--- src/rtl/if_fetch_unit.sv ---
// if_fetch_unit: instruction fetch stage feeding the IF/ID pipeline register.
// Owns the PC, issues single-outstanding word reads to instruction memory
// (req/gnt + rvalid), and buffers returned words in a small FIFO so an ID
// stall loses nothing. A redirect flushes the FIFO and discards any response
// still in flight.
//
// Ports:
//   i_clk, i_rst        clock, synchronous active-high reset
//   i_stall             ID cannot accept; head entry held
//   i_redirect(_pc)     load new PC (low 2 bits forced to 0), flush
//   o_imem_req/addr     fetch request and word address (addr == pc)
//   i_imem_gnt          memory accepts the request this cycle
//   i_imem_rvalid/rdata read response
//   o_valid             FIFO head valid
//   o_next_pc, o_data   head entry {fetch address + 4, instruction}; 0 when empty
module if_fetch_unit #(
    parameter logic [31:0] RESET_PC   = 32'h0000_0000,
    parameter int unsigned FIFO_DEPTH = 2
) (
    input  logic        i_clk,
    input  logic        i_rst,
    input  logic        i_stall,
    input  logic        i_redirect,
    input  logic [31:0] i_redirect_pc,
    output logic        o_imem_req,
    output logic [31:0] o_imem_addr,
    input  logic        i_imem_gnt,
    input  logic        i_imem_rvalid,
    input  logic [31:0] i_imem_rdata,
    output logic        o_valid,
    output logic [31:0] o_next_pc,
    output logic [31:0] o_data
);

    localparam int unsigned PTR_W = (FIFO_DEPTH > 1) ? $clog2(FIFO_DEPTH) : 1;
    localparam int unsigned CNT_W = $clog2(FIFO_DEPTH + 1);

    typedef enum logic [1:0] {
        S_RUN  = 2'd0,
        S_WAIT = 2'd1,
        S_DROP = 2'd2
    } state_t;

    state_t           r_state;
    state_t           w_state_nxt;
    logic [31:0]      r_pc;
    logic [31:0]      r_fetch_addr;
    logic [31:0]      r_fifo_pc   [FIFO_DEPTH];
    logic [31:0]      r_fifo_data [FIFO_DEPTH];
    logic [PTR_W-1:0] r_rd_ptr;
    logic [PTR_W-1:0] r_wr_ptr;
    logic [CNT_W-1:0] r_count;

    logic [31:0]      w_target;
    logic             w_empty;
    logic             w_req;
    logic             w_issue;
    logic             w_push;
    logic             w_pop;
    logic             w_unused;

    assign w_target = {i_redirect_pc[31:2], 2'b00};
    assign w_unused = ^i_redirect_pc[1:0];
    assign w_empty  = (r_count == '0);

    // Request only with room in the FIFO counted before any same-cycle pop.
    assign w_req   = (r_state == S_RUN) & ~i_redirect & ~i_rst
                   & (r_count < CNT_W'(FIFO_DEPTH));
    assign w_issue = w_req & i_imem_gnt;
    assign w_push  = (r_state == S_WAIT) & i_imem_rvalid & ~i_redirect;
    assign w_pop   = ~w_empty & ~i_stall & ~i_redirect;

    assign o_imem_req  = w_req;
    assign o_imem_addr = r_pc;
    assign o_valid     = ~w_empty;
    assign o_next_pc   = w_empty ? 32'h0 : r_fifo_pc[r_rd_ptr];
    assign o_data      = w_empty ? 32'h0 : r_fifo_data[r_rd_ptr];

    // State register.
    always_ff @(posedge i_clk) begin
        if (i_rst) begin
            r_state <= S_RUN;
        end else begin
            r_state <= w_state_nxt;
        end
    end

    // Next-state logic; S_DROP swallows the one response orphaned by a redirect.
    always_comb begin
        w_state_nxt = r_state;
        case (r_state)
            S_RUN: begin
                if (w_issue) begin
                    w_state_nxt = S_WAIT;
                end
            end
            S_WAIT: begin
                if (i_redirect) begin
                    w_state_nxt = i_imem_rvalid ? S_RUN : S_DROP;
                end else if (i_imem_rvalid) begin
                    w_state_nxt = S_RUN;
                end
            end
            S_DROP: begin
                if (i_imem_rvalid) begin
                    w_state_nxt = S_RUN;
                end
            end
            default: w_state_nxt = S_RUN;
        endcase
    end

    // PC, fetch address latch and FIFO pointers.
    always_ff @(posedge i_clk) begin
        if (i_rst) begin
            r_pc         <= {RESET_PC[31:2], 2'b00};
            r_fetch_addr <= 32'h0;
            r_rd_ptr     <= '0;
            r_wr_ptr     <= '0;
            r_count      <= '0;
        end else begin
            if (i_redirect) begin
                r_pc <= w_target;
            end else if (w_issue) begin
                r_pc <= r_pc + 32'd4;
            end

            if (w_issue) begin
                r_fetch_addr <= r_pc;
            end

            if (i_redirect) begin
                r_rd_ptr <= '0;
                r_wr_ptr <= '0;
                r_count  <= '0;
            end else begin
                if (w_push) begin
                    r_wr_ptr <= r_wr_ptr + PTR_W'(1);
                end
                if (w_pop) begin
                    r_rd_ptr <= r_rd_ptr + PTR_W'(1);
                end
                case ({w_push, w_pop})
                    2'b10:   r_count <= r_count + CNT_W'(1);
                    2'b01:   r_count <= r_count - CNT_W'(1);
                    default: r_count <= r_count;
                endcase
            end
        end
    end

    // FIFO storage; contents are don't-care until written.
    always_ff @(posedge i_clk) begin
        if (w_push) begin
            r_fifo_pc[r_wr_ptr]   <= r_fetch_addr + 32'd4;
            r_fifo_data[r_wr_ptr] <= i_imem_rdata;
        end
    end

endmodule

--- config.mk ---
export PLATFORM = sky130hd
export DESIGN_NAME = if_fetch_unit
export DESIGN_NICKNAME = d
export VERILOG_FILES = /design/src/rtl/if_fetch_unit.sv
export SDC_FILE = /design/constraint.sdc
export NUM_CORES = 1
export LEC_CHECK = 0
export CAP_MARGIN = 15
export CORE_AREA = 4 4 142 144
export DETAILED_ROUTE_END_ITERATION = 12
export DIE_AREA = 0 0 146 148
export DONT_BUFFER_PORTS = 1
export HOLD_SLACK_MARGIN = 0.02
export PLACE_DENSITY = 0.66
export SYNTH_ARGS = -nofsm -noshare
export SYNTH_HDL_FRONTEND = slang
export SYNTH_SLANG_ARGS = --single-unit
--- constraint.sdc ---
create_clock -name i_clk -period 12.1 [get_ports i_clk]
set_input_delay 1.815 -clock i_clk [delete_from_list [all_inputs] [get_ports i_clk]]
set_output_delay 1.815 -clock i_clk [all_outputs]
set_load 0.01 [all_outputs]
# == Yosys cells after proc, flatten, opt, wreduce, memory -nomap -nowiden ==
# Memory sizes are Yosys's and may differ from the RTL's. A register that Yosys moved wholly into a read port is not among the register bits.
# Index checks and enable logic that the tools add are counted.
# totals
ff_bits,70
ramBits,128
in_bits,70
wordCells,54
mem_count,2
# memory_table
memory,depth,width,read_ports,rd_clocked_by_memory_dff,wr,line_no,rtl
r_fifo_data,2,32,1,1,1,49,logic [31:0] r_fifo_data [FIFO_DEPTH];
r_fifo_pc,2,32,1,1,1,48,logic [31:0] r_fifo_pc [FIFO_DEPTH];
# classes
addsub,6
n_lt_le_gt_ge,1
eq_ne,5
n_mux,16
bitwise_logic,12
reduce_logical,5
# op_table
op,count
32-bit two-way mux,4
32-bit by 3-bit adder with 32-bit output (second input constant),2
1-bit bitwise AND,8
2-bit two-way mux,4
1-bit two-way mux,6
2-bit one-hot mux with 3 select lines,1
2-bit by 1-bit equality test with 1-bit output (second input constant),2
2-bit equality test (second input constant),2
2-bit zero test,2
1-bit NOT,4
2-bit one-hot mux with 2 select lines,1
2-bit nonzero test,2
1-bit adder (second input constant),2
2-bit by 1-bit adder with 2-bit output (second input constant),1
2-bit less-than comparator (second input constant),1
2-bit inequality test (second input constant),1
2-bit OR reduction,1
2-bit by 1-bit subtractor with 2-bit output (second input constant),1

# == Logic depth before layout (Yosys ltp) ==
# depth
word_depth,7
depth_mapped,9

# == Worst setup path after synthesis ==
# No wires, ideal clock.
# synth_timing
path_kind,input -> register
from,input i_redirect
to,"memory r_fifo_data[0][0], enable pin"
setup_ns,0.482
arrival_ns,4.965
t_required_ns,11.618
setup_slack_ns,6.652
stages,5
path_buffers,2
path_cell_list,buf_6 -> clkbuf_1 -> nor2_1 -> nand3_1 -> nor2_1
# synth_via
elab_chain_cells,4
# synth_rtl
item,line_no,rtl
"start, declared",23,"input logic i_redirect,"
1-bit NOT,70,assign w_push = (r_state == S_WAIT) & i_imem_rvalid & ~i_redirect;
1-bit bitwise AND,70,
1-bit two-way mux,154,if (w_push) begin
1-bit two-way mux (implied by the code),156,r_fifo_data[r_wr_ptr] <= i_imem_rdata;
"end, declared",49,
# No other way between the ends.

# == Final worst setup path ==
# layout_timing
from,input i_redirect
to,output o_imem_req
# layout_via
elab_chain_cells,4
# layout_rtl
item,line_no,rtl
1-bit NOT,67,assign w_req = (r_state == S_RUN) & ~i_redirect & ~i_rst
1-bit bitwise AND (2 in series),67,
1-bit bitwise AND,68,& (r_count < CNT_W'(FIFO_DEPTH));
"end, declared",25,"output logic o_imem_req,"
# No other way between the ends.

==> impl_metrics.yaml <==
run_status:
  outcome: "completed"
power:
  power_frac_clock_pct: 41.7
  p_int_mw: 1.01
  comb_power_share_pct: 2.4
  switchingPower_mw: 0.271
  vdd_drop_max_mv: 0.102
  switching_share_pct: 21.1
  total_power_mw: 1.28
  power_density_nw_per_um2: 141
  power.leakage_nw: 2.90
  power.share.sequential_pct: 55.9
sta:
  setup_viol: 0
  max-slew-margin-rel_pct: 29.2
  period_share_pct: 37.7
  fmax_ghz: 0.219
  hold_ws_ps: 473
  skew_ps: 9.33
  final_hold_viol_count: 0
  tightest_slew_ps: 1060
  min_period_ps: 4560
  rsz0062_at_grt: "no"
  fin_tns_setup_ps: 0
  maxSlewViolCount: 0
clock_network:
  cts_max_path_buffers: 2
  h-tree-depth: 4
  clk_latency_ps: 420
  cts_buffers: 17
  cts_resized: 0
  cts.sinks: 191
  cts_tree: "built"
  hold_buffers: 0
  cts-root-buf: "clkbuf_16"
  cts_setup_buffers: 0
  clkTransAtPathRegs_ps: 70
die:
  rows: 50
  die_w_um: 146
  die_h_um: 148
  die-area_um2: 21600
  initial_utilization_pct: 44.7
  core_um2: 18700
  pin_count: 168
grt:
  antenna_found_initial: 0
  grt_pass1_vias: 5152
  grt_usage_pct: 16.4
  grt_max_degree: 71
  grt.overflow.total: 0
  grt_pass1_wl_mm: 28.2
yosys:
  yosysSeqAreaShare_pct: 60.6
  postSynth.asyncResetShare_pct: 0
  avgSynthCellArea_um2: 11.3
  syn-cell-area_um2: 8360
  synthCells: 740
  synth_edf_count: 124
  synth-seq-cells: 191
  synthFlopType: "edfxtp_1"
  ys_types: 54
  synth_warnings: 0
routing:
  routed_via_density: 5.57
  wirelength_mm: 17.9
  via_count: 5395
  drtIter0Drc: 297
  drc_errors: 0
  wl_per_cell_um: 18.5
  ant_nets: 0
  firstDrtPassIters: 5
hold_path:
  hold_path.class: "reg2reg"
  hold_start: "r_fetch_addr[31]$_SDFFE_PP0P_"
  holdPathEnd: "r_fetch_addr[31]$_SDFFE_PP0P_"
  whs_path_depth: 2
placed_design:
  hpwl_mm: 12.1
  port_buffers: 0
  gp_congestion: 0.797
layout:
  seq_area_um2: 5070
  diodes: 0
  syn2layout_area_growth_pct: 8.74
  drive_gt1_share_pct: 7.63
  fillers: 1660
  final_common_cell: "edfxtp_1"
  nets: 794
  fin_util_pct: 48.6
  multi_input_area_um2: 3070
  final_cell_mix: "124 x edfxtp_1, 101 x nand2_1, 86 x nor2_1"
setup_path:
  startpoint_type: "input port"
  r2r_start: "o_imem_addr[3]$_SDFFE_PP0P_"
  slowest_delay_ps: 610
  reg2reg_depth: 6
  path_max_fanout: 43
  cp.arrival_ps: 2740
  reg2reg_to: "o_imem_addr[14]$_SDFFE_PP0P_"
  crit_required_ps: 10280
  crit_family: "buffers and inverters"
  crit_slowest_cell: "inv_1"
  cp_cell_sequence: "inv_1, and2_1"
  crit_buf_inv: 1
  crit_type: "in2out"
  r2r_setup_slack_ps: 9620
  endpoint_kind: "output port"
run:
  cap_violations: 0
==> synthesized netlist by cell type (2+ instances only) <==
| library cell | number | area, µm² |
|---|---|---|
| edfxtp_1 | 124 | 3720 |
| nand2_1 | 101 | 379 |
| nor2_1 | 89 | 334 |
| dfxtp_1 | 67 | 1340 |
| mux2i_1 | 64 | 641 |
| a21oi_1 | 50 | 250 |
| nand3_1 | 25 | 125 |
| xnor2_1 | 25 | 219 |
| clkbuf_1 | 23 | 86.3 |
| xor2_1 | 16 | 140 |
| a31oi_1 | 14 | 87.6 |
| nand4_1 | 14 | 87.6 |
| nor3_1 | 12 | 60.1 |
| and2_1 | 11 | 68.8 |
| inv_1 | 10 | 37.5 |
| and3_1 | 8 | 50.1 |
| buf_2 | 8 | 40.0 |
| buf_1 | 7 | 26.3 |
| buf_4 | 7 | 52.6 |
| o21ai_0 | 7 | 35.0 |
| and4_1 | 6 | 52.6 |
| mux2_1 | 6 | 67.6 |
| o22ai_1 | 5 | 31.3 |
| ha_1 | 3 | 37.5 |
| nor4_1 | 3 | 18.8 |
| a211oi_1 | 2 | 15.0 |
| a211oi_2 | 2 | 25.0 |
| nand4_4 | 2 | 42.5 |
| nor3_2 | 2 | 20.0 |
| nor4_4 | 2 | 42.5 |
| o211ai_1 | 2 | 15.0 |
==> registers in the layout (all words and copies together) (netlist names), named ones only <==
signal,count
r_count,2
r_wr_ptr,1
r_fetch_addr,30
r_state,2
r_rd_ptr,1
r_fifo_data,64
r_fifo_pc,60
o_imem_addr,30
==> cells by family (layout without fill, tap and decap cells) <==
family | count (synthesis) | count (layout) | synth area share [%]
buffers and inverters | 56 | 47 | 3.04
AO/OA/AOI/OAI | 92 | 92 | 6.53
flip-flops | 191 | 191 | 60.6
XOR/XNOR | 41 | 41 | 4.30
other | 1 | 4 | 0.0449
AND/OR/NAND/NOR | 286 | 286 | 16.6
adder cells (fa/ha/maj) | 3 | 3 | 0.449
multiplexers | 70 | 70 | 8.47
==> routing by layer <==
| metal | routed length [µm] | up-vias | GRT usage [%] |
|---|---|---|---|
| met5 | 0 | - | 0 |
| met4 | 218 | 0 | 4.52 |
| met3 | 1740 | 18 | 7.17 |
| met2 | 8260 | 204 | 25.3 |
| met1 | 7720 | 2578 | 21.3 |
| li1 | - | 2595 | - |
==> cell type report <==
type                            count  share of cell area, %
Inverter                           10                  0.413
Multi-Input combinational cell    496                   33.8
Tap cell                          234                   3.22
Clock inverter                     11                   1.20
Clock buffer                       21                   5.18
Timing Repair Buffer                5                  0.413
Sequential cell                   191                   55.8
==> power groups by stage <==
| stage | registers (mW) | clock network, mW | logic (mW) |
|---|---|---|---|
| 2_1_floorplan | 0.727 | 0 | 0.0318 |
| 3_3_place_gp | 0.732 | 0 | 0.0295 |
| 3_5_place_dp | 0.733 | 0 | 0.0306 |
| 4_1_cts | 0.718 | 0.550 | 0.0307 |
| 5_1_grt | 0.720 | 0.578 | 0.0345 |
| 6_report | 0.719 | 0.535 | 0.0305 |
==> worst max path at each step <==
stage	from	to	slack, ps	depth (start not counted)
2_1_floorplan	i_redirect	r_fifo_data[0][0]$_DFFE_PP_	6650	5
3_3_place_gp	i_redirect	o_imem_req	7550	2
3_5_place_dp	i_redirect	o_imem_req	7530	2
4_1_cts	i_redirect	o_imem_req	7520	2
5_1_grt	i_redirect	o_imem_req	7520	2
6_report	i_redirect	o_imem_req	7540	2
==> per-stage QoR <==
step | setup WS (ps) | cell area [µm²] | cells
after floorplan | 6650 | 8370 | 743
after global placement | 7550 | 8510 | 936
after detailed placement | 7530 | 8510 | 936
after CTS | 7520 | 9090 | 968
after global routing | 7520 | 9090 | 968
final | 7540 | 9090 | 968
Note: power is estimated with default switching activity, not from simulation.
